### src/rtl/ctrl_pkg.sv
// Shared encodings for the multicycle control FSM: opcodes, states, ALU codes and mux selects.
// CTRL_JUMP_LINK_EN adds JR/JAL to the set of recognised jumps; without it they decode as NOPs.
package ctrl_pkg;

    typedef enum logic [2:0] {
        S_IF     = 3'b000,
        S_ID     = 3'b001,
        S_EXE_LS = 3'b010,
        S_MEM    = 3'b011,
        S_WB_LD  = 3'b100,
        S_EXE_BR = 3'b101,
        S_EXE_AL = 3'b110,
        S_WB_AL  = 3'b111
    } state_e;

    typedef enum logic [2:0] {
        CLS_ALU,
        CLS_LS,
        CLS_BR,
        CLS_JUMP,
        CLS_NOP
    } op_class_e;

    localparam logic [5:0] OP_ADD   = 6'b000000;
    localparam logic [5:0] OP_SUB   = 6'b000001;
    localparam logic [5:0] OP_ADDIU = 6'b000010;
    localparam logic [5:0] OP_AND   = 6'b010000;
    localparam logic [5:0] OP_ANDI  = 6'b010001;
    localparam logic [5:0] OP_ORI   = 6'b010010;
    localparam logic [5:0] OP_SLL   = 6'b011000;
    localparam logic [5:0] OP_SLTI  = 6'b100110;
    localparam logic [5:0] OP_SW    = 6'b110000;
    localparam logic [5:0] OP_LW    = 6'b110001;
    localparam logic [5:0] OP_BEQ   = 6'b110100;
    localparam logic [5:0] OP_BNE   = 6'b110101;
    localparam logic [5:0] OP_BLTZ  = 6'b110110;
    localparam logic [5:0] OP_J     = 6'b111000;
    localparam logic [5:0] OP_JR    = 6'b111001;
    localparam logic [5:0] OP_JAL   = 6'b111010;

    localparam logic [2:0] ALU_ADD = 3'b000;
    localparam logic [2:0] ALU_SUB = 3'b001;
    localparam logic [2:0] ALU_SLL = 3'b010;
    localparam logic [2:0] ALU_OR  = 3'b011;
    localparam logic [2:0] ALU_AND = 3'b100;
    localparam logic [2:0] ALU_SLT = 3'b110;

    localparam logic [1:0] PCSRC_SEQ = 2'b00;
    localparam logic [1:0] PCSRC_BR  = 2'b01;
    localparam logic [1:0] PCSRC_RS  = 2'b10;
    localparam logic [1:0] PCSRC_JMP = 2'b11;

    localparam logic [1:0] REGDST_RA = 2'b00;
    localparam logic [1:0] REGDST_RT = 2'b01;
    localparam logic [1:0] REGDST_RD = 2'b10;

    function automatic op_class_e op_class(input logic [5:0] op);
        case (op)
            OP_ADD, OP_SUB, OP_ADDIU, OP_AND,
            OP_ANDI, OP_ORI, OP_SLL, OP_SLTI: return CLS_ALU;
            OP_LW, OP_SW:                     return CLS_LS;
            OP_BEQ, OP_BNE, OP_BLTZ:          return CLS_BR;
            OP_J:                             return CLS_JUMP;
`ifdef CTRL_JUMP_LINK_EN
            OP_JR, OP_JAL:                    return CLS_JUMP;
`endif
            default:                          return CLS_NOP;
        endcase
    endfunction

endpackage

### src/rtl/ctrl_outdec.sv
// Combinational output decode for control_fsm: enables and mux selects from state, opcode and ALU flags.
// JR/JAL decode depends on CTRL_JUMP_LINK_EN through ctrl_pkg::op_class.
module ctrl_outdec
    import ctrl_pkg::*;
#(
    parameter logic [5:0] HALT_OP = 6'b111111
) (
    input  logic       rst_n_i,
    input  state_e     state_i,
    input  logic [5:0] opcode_i,
    input  logic       zero_i,
    input  logic       sign_i,
    output logic       pc_wre_o,
    output logic       ir_wre_o,
    output logic       reg_wre_o,
    output logic       mem_rd_o,
    output logic       mem_wr_o,
    output logic       alu_src_a_o,
    output logic       alu_src_b_o,
    output logic       ext_sel_o,
    output logic       db_data_src_o,
    output logic       wr_reg_d_src_o,
    output logic [1:0] reg_dst_o,
    output logic [1:0] pc_src_o,
    output logic [2:0] alu_op_o
);

    logic is_rtype;
    logic is_imm_alu;
    logic br_taken;

    assign is_rtype   = (opcode_i == OP_ADD) || (opcode_i == OP_SUB) ||
                        (opcode_i == OP_AND) || (opcode_i == OP_SLL);
    assign is_imm_alu = (opcode_i == OP_ADDIU) || (opcode_i == OP_ANDI) ||
                        (opcode_i == OP_ORI)   || (opcode_i == OP_SLTI);
    assign br_taken   = ((opcode_i == OP_BEQ)  &&  zero_i) ||
                        ((opcode_i == OP_BNE)  && !zero_i) ||
                        ((opcode_i == OP_BLTZ) &&  sign_i);

    always_comb begin
        pc_wre_o       = 1'b0;
        ir_wre_o       = 1'b0;
        reg_wre_o      = 1'b0;
        mem_rd_o       = 1'b0;
        mem_wr_o       = 1'b0;
        pc_src_o       = PCSRC_SEQ;
        // Datapath selects follow the opcode in every state so they never float.
        alu_src_a_o    = (opcode_i == OP_SLL);
        alu_src_b_o    = is_imm_alu || (opcode_i == OP_LW) || (opcode_i == OP_SW);
        ext_sel_o      = !((opcode_i == OP_ANDI) || (opcode_i == OP_ORI));
        db_data_src_o  = (opcode_i == OP_LW);
        wr_reg_d_src_o = 1'b1;
        reg_dst_o      = is_rtype ? REGDST_RD : REGDST_RT;
        case (opcode_i)
            OP_SUB, OP_BEQ, OP_BNE, OP_BLTZ: alu_op_o = ALU_SUB;
            OP_AND, OP_ANDI:                 alu_op_o = ALU_AND;
            OP_ORI:                          alu_op_o = ALU_OR;
            OP_SLL:                          alu_op_o = ALU_SLL;
            OP_SLTI:                         alu_op_o = ALU_SLT;
            default:                         alu_op_o = ALU_ADD;
        endcase

        case (state_i)
            S_IF: ir_wre_o = 1'b1;
            S_ID: begin
                if (opcode_i != HALT_OP) begin
                    case (op_class(opcode_i))
                        CLS_JUMP: begin
                            pc_wre_o = 1'b1;
                            pc_src_o = (opcode_i == OP_JR) ? PCSRC_RS : PCSRC_JMP;
                            if (opcode_i == OP_JAL) begin
                                reg_wre_o      = 1'b1;
                                reg_dst_o      = REGDST_RA;
                                wr_reg_d_src_o = 1'b0;
                            end
                        end
                        CLS_NOP: pc_wre_o = 1'b1;
                        default: ;
                    endcase
                end
            end
            S_WB_AL, S_WB_LD: begin
                reg_wre_o = 1'b1;
                pc_wre_o  = 1'b1;
            end
            S_MEM: begin
                mem_rd_o = (opcode_i == OP_LW);
                mem_wr_o = (opcode_i == OP_SW);
                pc_wre_o = (opcode_i == OP_SW);
            end
            S_EXE_BR: begin
                pc_wre_o = 1'b1;
                pc_src_o = br_taken ? PCSRC_BR : PCSRC_SEQ;
            end
            default: ;
        endcase

        // While reset is held nothing may be written and every select sits at 0.
        if (!rst_n_i) begin
            pc_wre_o       = 1'b0;
            ir_wre_o       = 1'b0;
            reg_wre_o      = 1'b0;
            mem_rd_o       = 1'b0;
            mem_wr_o       = 1'b0;
            alu_src_a_o    = 1'b0;
            alu_src_b_o    = 1'b0;
            ext_sel_o      = 1'b0;
            db_data_src_o  = 1'b0;
            wr_reg_d_src_o = 1'b0;
            reg_dst_o      = 2'b00;
            pc_src_o       = 2'b00;
            alu_op_o       = 3'b000;
        end
    end

endmodule

### src/rtl/control_fsm.sv
// Multicycle CPU control FSM: state register and next-state logic; outputs decoded in ctrl_outdec.
// Define CTRL_JUMP_LINK_EN to enable JR/JAL; otherwise they execute as NOPs.
module control_fsm
    import ctrl_pkg::*;
#(
    parameter logic [5:0] HALT_OP = 6'b111111
) (
    input  logic       CLK,
    input  logic       RST_N,
    input  logic [5:0] opcode,
    input  logic       zero,
    input  logic       sign,
    output logic [2:0] state,
    output logic       PCWre,
    output logic       IRWre,
    output logic       RegWre,
    output logic       mRD,
    output logic       mWR,
    output logic       ALUSrcA,
    output logic       ALUSrcB,
    output logic       ExtSel,
    output logic       DBDataSrc,
    output logic       WrRegDSrc,
    output logic [1:0] RegDst,
    output logic [1:0] PCSrc,
    output logic [2:0] ALUOp
);

    state_e state_q;
    state_e state_d;

    always_ff @(posedge CLK or negedge RST_N) begin
        if (!RST_N) state_q <= S_IF;
        else        state_q <= state_d;
    end

    always_comb begin
        state_d = state_q;
        case (state_q)
            S_IF: state_d = S_ID;
            S_ID: begin
                // A halt parks the FSM in ID until reset.
                if (opcode == HALT_OP) begin
                    state_d = S_ID;
                end else begin
                    case (op_class(opcode))
                        CLS_ALU: state_d = S_EXE_AL;
                        CLS_LS:  state_d = S_EXE_LS;
                        CLS_BR:  state_d = S_EXE_BR;
                        default: state_d = S_IF;
                    endcase
                end
            end
            S_EXE_AL: state_d = S_WB_AL;
            S_WB_AL:  state_d = S_IF;
            S_EXE_LS: state_d = S_MEM;
            S_MEM:    state_d = (opcode == OP_LW) ? S_WB_LD : S_IF;
            S_WB_LD:  state_d = S_IF;
            S_EXE_BR: state_d = S_IF;
        endcase
    end

    assign state = state_q;

    ctrl_outdec #(
        .HALT_OP (HALT_OP)
    ) u_outdec (
        .rst_n_i        (RST_N),
        .state_i        (state_q),
        .opcode_i       (opcode),
        .zero_i         (zero),
        .sign_i         (sign),
        .pc_wre_o       (PCWre),
        .ir_wre_o       (IRWre),
        .reg_wre_o      (RegWre),
        .mem_rd_o       (mRD),
        .mem_wr_o       (mWR),
        .alu_src_a_o    (ALUSrcA),
        .alu_src_b_o    (ALUSrcB),
        .ext_sel_o      (ExtSel),
        .db_data_src_o  (DBDataSrc),
        .wr_reg_d_src_o (WrRegDSrc),
        .reg_dst_o      (RegDst),
        .pc_src_o       (PCSrc),
        .alu_op_o       (ALUOp)
    );

endmodule
### config.mk
export PLATFORM = sky130hd
export DESIGN_NAME = control_fsm
export DESIGN_NICKNAME = d
export VERILOG_FILES = /design/src/rtl/ctrl_pkg.sv /design/src/rtl/ctrl_outdec.sv /design/src/rtl/control_fsm.sv
export SDC_FILE = /design/constraint.sdc
export NUM_CORES = 1
export LEC_CHECK = 0
export ABC_AREA = 0
export CELL_PAD_IN_SITES_DETAIL_PLACEMENT = 0
export CELL_PAD_IN_SITES_GLOBAL_PLACEMENT = 1
export CORE_UTILIZATION = 28
export DETAILED_ROUTE_END_ITERATION = 12
export GPL_TIMING_DRIVEN = 1
export PLACE_DENSITY = 0.81
export SKIP_LAST_GASP = 1
export SLEW_MARGIN = 20
export SYNTH_ARGS = -nofsm -noshare
export SYNTH_HDL_FRONTEND = slang
export SYNTH_SLANG_ARGS = --single-unit
### constraint.sdc
create_clock -name CLK -period 4.1 [get_ports CLK]
set_input_delay 0.82 -clock CLK [delete_from_list [all_inputs] [get_ports CLK]]
set_output_delay 0.82 -clock CLK [all_outputs]
set_load 0.005 [all_outputs]
==> reports/metrics.cfg <==
[run_status]
status=completed

[cts]
cts_post_setup_buffers_inserted=0
cts_hold_repair.buffers=0
clock_sinks=3
path_clk_slew_ps=40
clockBufferDepth=2
h-tree-depth=1
cts_resized=0
numCtsBuffers=3
root_buffer=clkbuf_4
cts_tree=done
clk_latency_ps=240

[yosys]
ys.flop_type=dfrtp_1
ys_warn_count=0
synth_top_area_share_pct=12.4
synth_area_um2=603
synth_area_leader_cell=dfrtp_1
syn-instance-count=89
avgSynthCellArea_um2=6.78
async_flop_share_pct=100
syn_nets=99
synth_edf_count=0
synth_seq_cells=3
ys_seq_area_share_pct=12.4
synth_cell_type_count=39
synthTopCellsByArea=dfrtp_1 12%, nor2_1 6.8%, nand3_1 5.0%

[critical_path]
worst_path_max_delay_cell=clkdlybuf4s50_1
end_kind=primary output
crit_top_cell=clkdlybuf4s50_1
required_ps=3280
crit_path_start_kind=input pin
worstPathMaxFanout=8
critPathKind=input pin to primary output
cp.arrival_ps=3040
crit_family=buffers and inverters
critPathMaxStageDelay_ps=560
cp_num_buf_inv=3
crit_chain=clkdlybuf4s50_1 -> nor3_4 -> nand4_1 -> or4_4 -> inv_2 -> a311o_1 -> clkdlybuf4s50_1

[global_route]
grt_antenna_before_repair=0
track_usage_pct=16.1
overflow=0
grt_pass1_wl_um=2970
grt_max_degree=12
first_global_vias=668

[timing]
timing.hold.ws_ps=600
hold_violations=0
report.final.slew_viol_count=0
timing.final.crit_share_pct=94.0
setup_viol=0
max_clock_freq_mhz=259
fin_crit_ps=3860
finalSetupTns_ps=0
tightest_slew_ps=354
skew_ps=1.87
rsz0062_at_grt=no
slew_headroom_pct=76.2

[power_and_ir_drop]
pwr_density_cell_mw_per_mm2=276
internal_power_uw=157
leakage_nw=0.357
power_frac_clock_pct=20.7
pwr-share-comb_pct=55.0
irDropWorstVdd_uv=133
switching_power_uw=103
power_switching_share_pct=39.7
total_power_uw=261
p_seq_share_pct=24.3

[layout]
syn2layout_area_growth_pct=56.6
fin_cells=147
n_antenna_cell=0
largest_reg_flops=3
layout-drive-gt1-share_pct=10.8
multiInputGateArea_um2=459
layout.nets=131
n_fill_cell=208
ff_latch_area_um2=75.1
post-route-util_pct=47.2

[route]
avgRoutedWirePerCell_um=12.5
drt-pass1-iter-count=4
drt_wl_total_um=1830
dr.first_iter.drc_count=8
drc=0
vias=770
ant_nets=0
viasPerCell=5.24

[floorplan]
ios=30
fp-row-count=16
die_w_um=48.4
dieArea_mm2=0.00234
die_y_um=48.4
coreArea_mm2=0.00200
start_util_pct=30.1

[job]
maxCapViolations=0

[place]
port_buffers=29
gp_congestion=0.853
dp_hpwl_um=1420
post-place-cells=143

[worst_hold_path]
hold_path.class=flip-flop to flip-flop

==> path summary, 6_finish.rpt <==
kind,from,endpoint,slack [ps],depth (start not counted)
min in group asynchronous,RST_N,state[2]$_DFF_PN0_,850,1
worst max register to register,state[1]$_DFF_PN0_,state[1]$_DFF_PN0_,2710,4
worst min register to register,state[2]$_DFF_PN0_,state[0]$_DFF_PN0_,600,1
worst max-delay path,opcode[2],PCWre,240,7
max in group asynchronous,RST_N,state[1]$_DFF_PN0_,2990,1
worst min-delay path,state[2]$_DFF_PN0_,state[0]$_DFF_PN0_,600,1
==> per-layer routing <==
| metal | global-route usage (%) | vias up | part of all wire, % |
|---|---|---|---|
| met5 | 0 | - | 0 |
| met3 | 4.40 | 2 | 7.4 |
| met2 | 26.3 | 35 | 47 |
| met1 | 20.2 | 344 | 45 |
| met4 | 6.37 | 0 | 1.0 |
| li1 | - | 389 | - |
==> logic make-up (layout without fill, tap and decap cells) <==
| family | Yosys count | in the layout | share of synthesized area, % |
|---|---|---|---|
| multiplexers | 2 | 2 | 3.32 |
| flip-flops | 3 | 3 | 12.4 |
| XOR/XNOR | 3 | 3 | 4.36 |
| AO/OA/AOI/OAI | 21 | 21 | 24.9 |
| AND/OR/NAND/NOR | 47 | 47 | 43.6 |
| buffers and inverters | 13 | 44 | 11.4 |
==> power groups by stage <==
stage          registers (mW)  clock network, mW  logic (mW)
2_1_floorplan          0.0592                  0      0.0739
3_3_place_gp           0.0632                  0       0.142
3_5_place_dp           0.0635                  0       0.143
4_1_cts                0.0631             0.0550       0.144
5_1_grt                0.0657             0.0598       0.157
6_report               0.0633             0.0539       0.143
==> worst register-to-register path, stage by stage, from the launching register on <==
cell and delay [ps]:
dfrtp_1 440, inv_1 120, nand2_1 120, or3_1 360
o31ai_1 250
==> through the flow <==
| step | worst slack [ps] | cell area, um^2 |
|---|---|---|
| detailed placement | 245 | 918 |
| finish | 244 | 945 |
| floorplan | 1310 | 603 |
| global route | 97.1 | 945 |
| CTS | 247 | 945 |
| global placement | 290 | 918 |
==> placed cells by master, fill, tap and decap left out, drive strengths merged, types with 2 or more instances in the layout <==
master | Yosys | final
nand2b | 2 | 2
clkbuf | 1 | 4
dfrtp | 3 | 3
and4 | 3 | 3
o31ai | 2 | 2
o21ai | 2 | 2
nor2 | 11 | 11
clkdlybuf4s50 | 0 | 29
xnor2 | 2 | 2
nor3 | 5 | 5
or3 | 2 | 2
inv | 6 | 6
nor2b | 2 | 2
a22oi | 2 | 2
o211ai | 2 | 2
a21oi | 5 | 5
and2 | 2 | 2
buf | 6 | 5
mux2i | 2 | 2
nand3 | 6 | 6
nand2 | 8 | 8
==> final cells by class <==
cell class	count	share of cell area, %
multi-input combinational	73	48.6
timing repair buffer	34	34.7
tap	27	3.58
sequential	3	7.95
clock buffer	4	2.78
inverter	6	2.38
==> cells in the mapped netlist (2+ instances only) <==
master	count
and4_1	3
o31ai_1	2
nor3_1	4
nand2b_1	2
o211ai_1	2
buf_2	4
nand2_1	8
o21ai_0	2
nand3_1	6
dfrtp_1	3
buf_6	2
a22oi_1	2
nor2_1	11
or3_1	2
a21oi_1	5
mux2i_1	2
inv_1	5
xnor2_1	2
nor2b_1	2
Power figures use the tool's default switching activity.
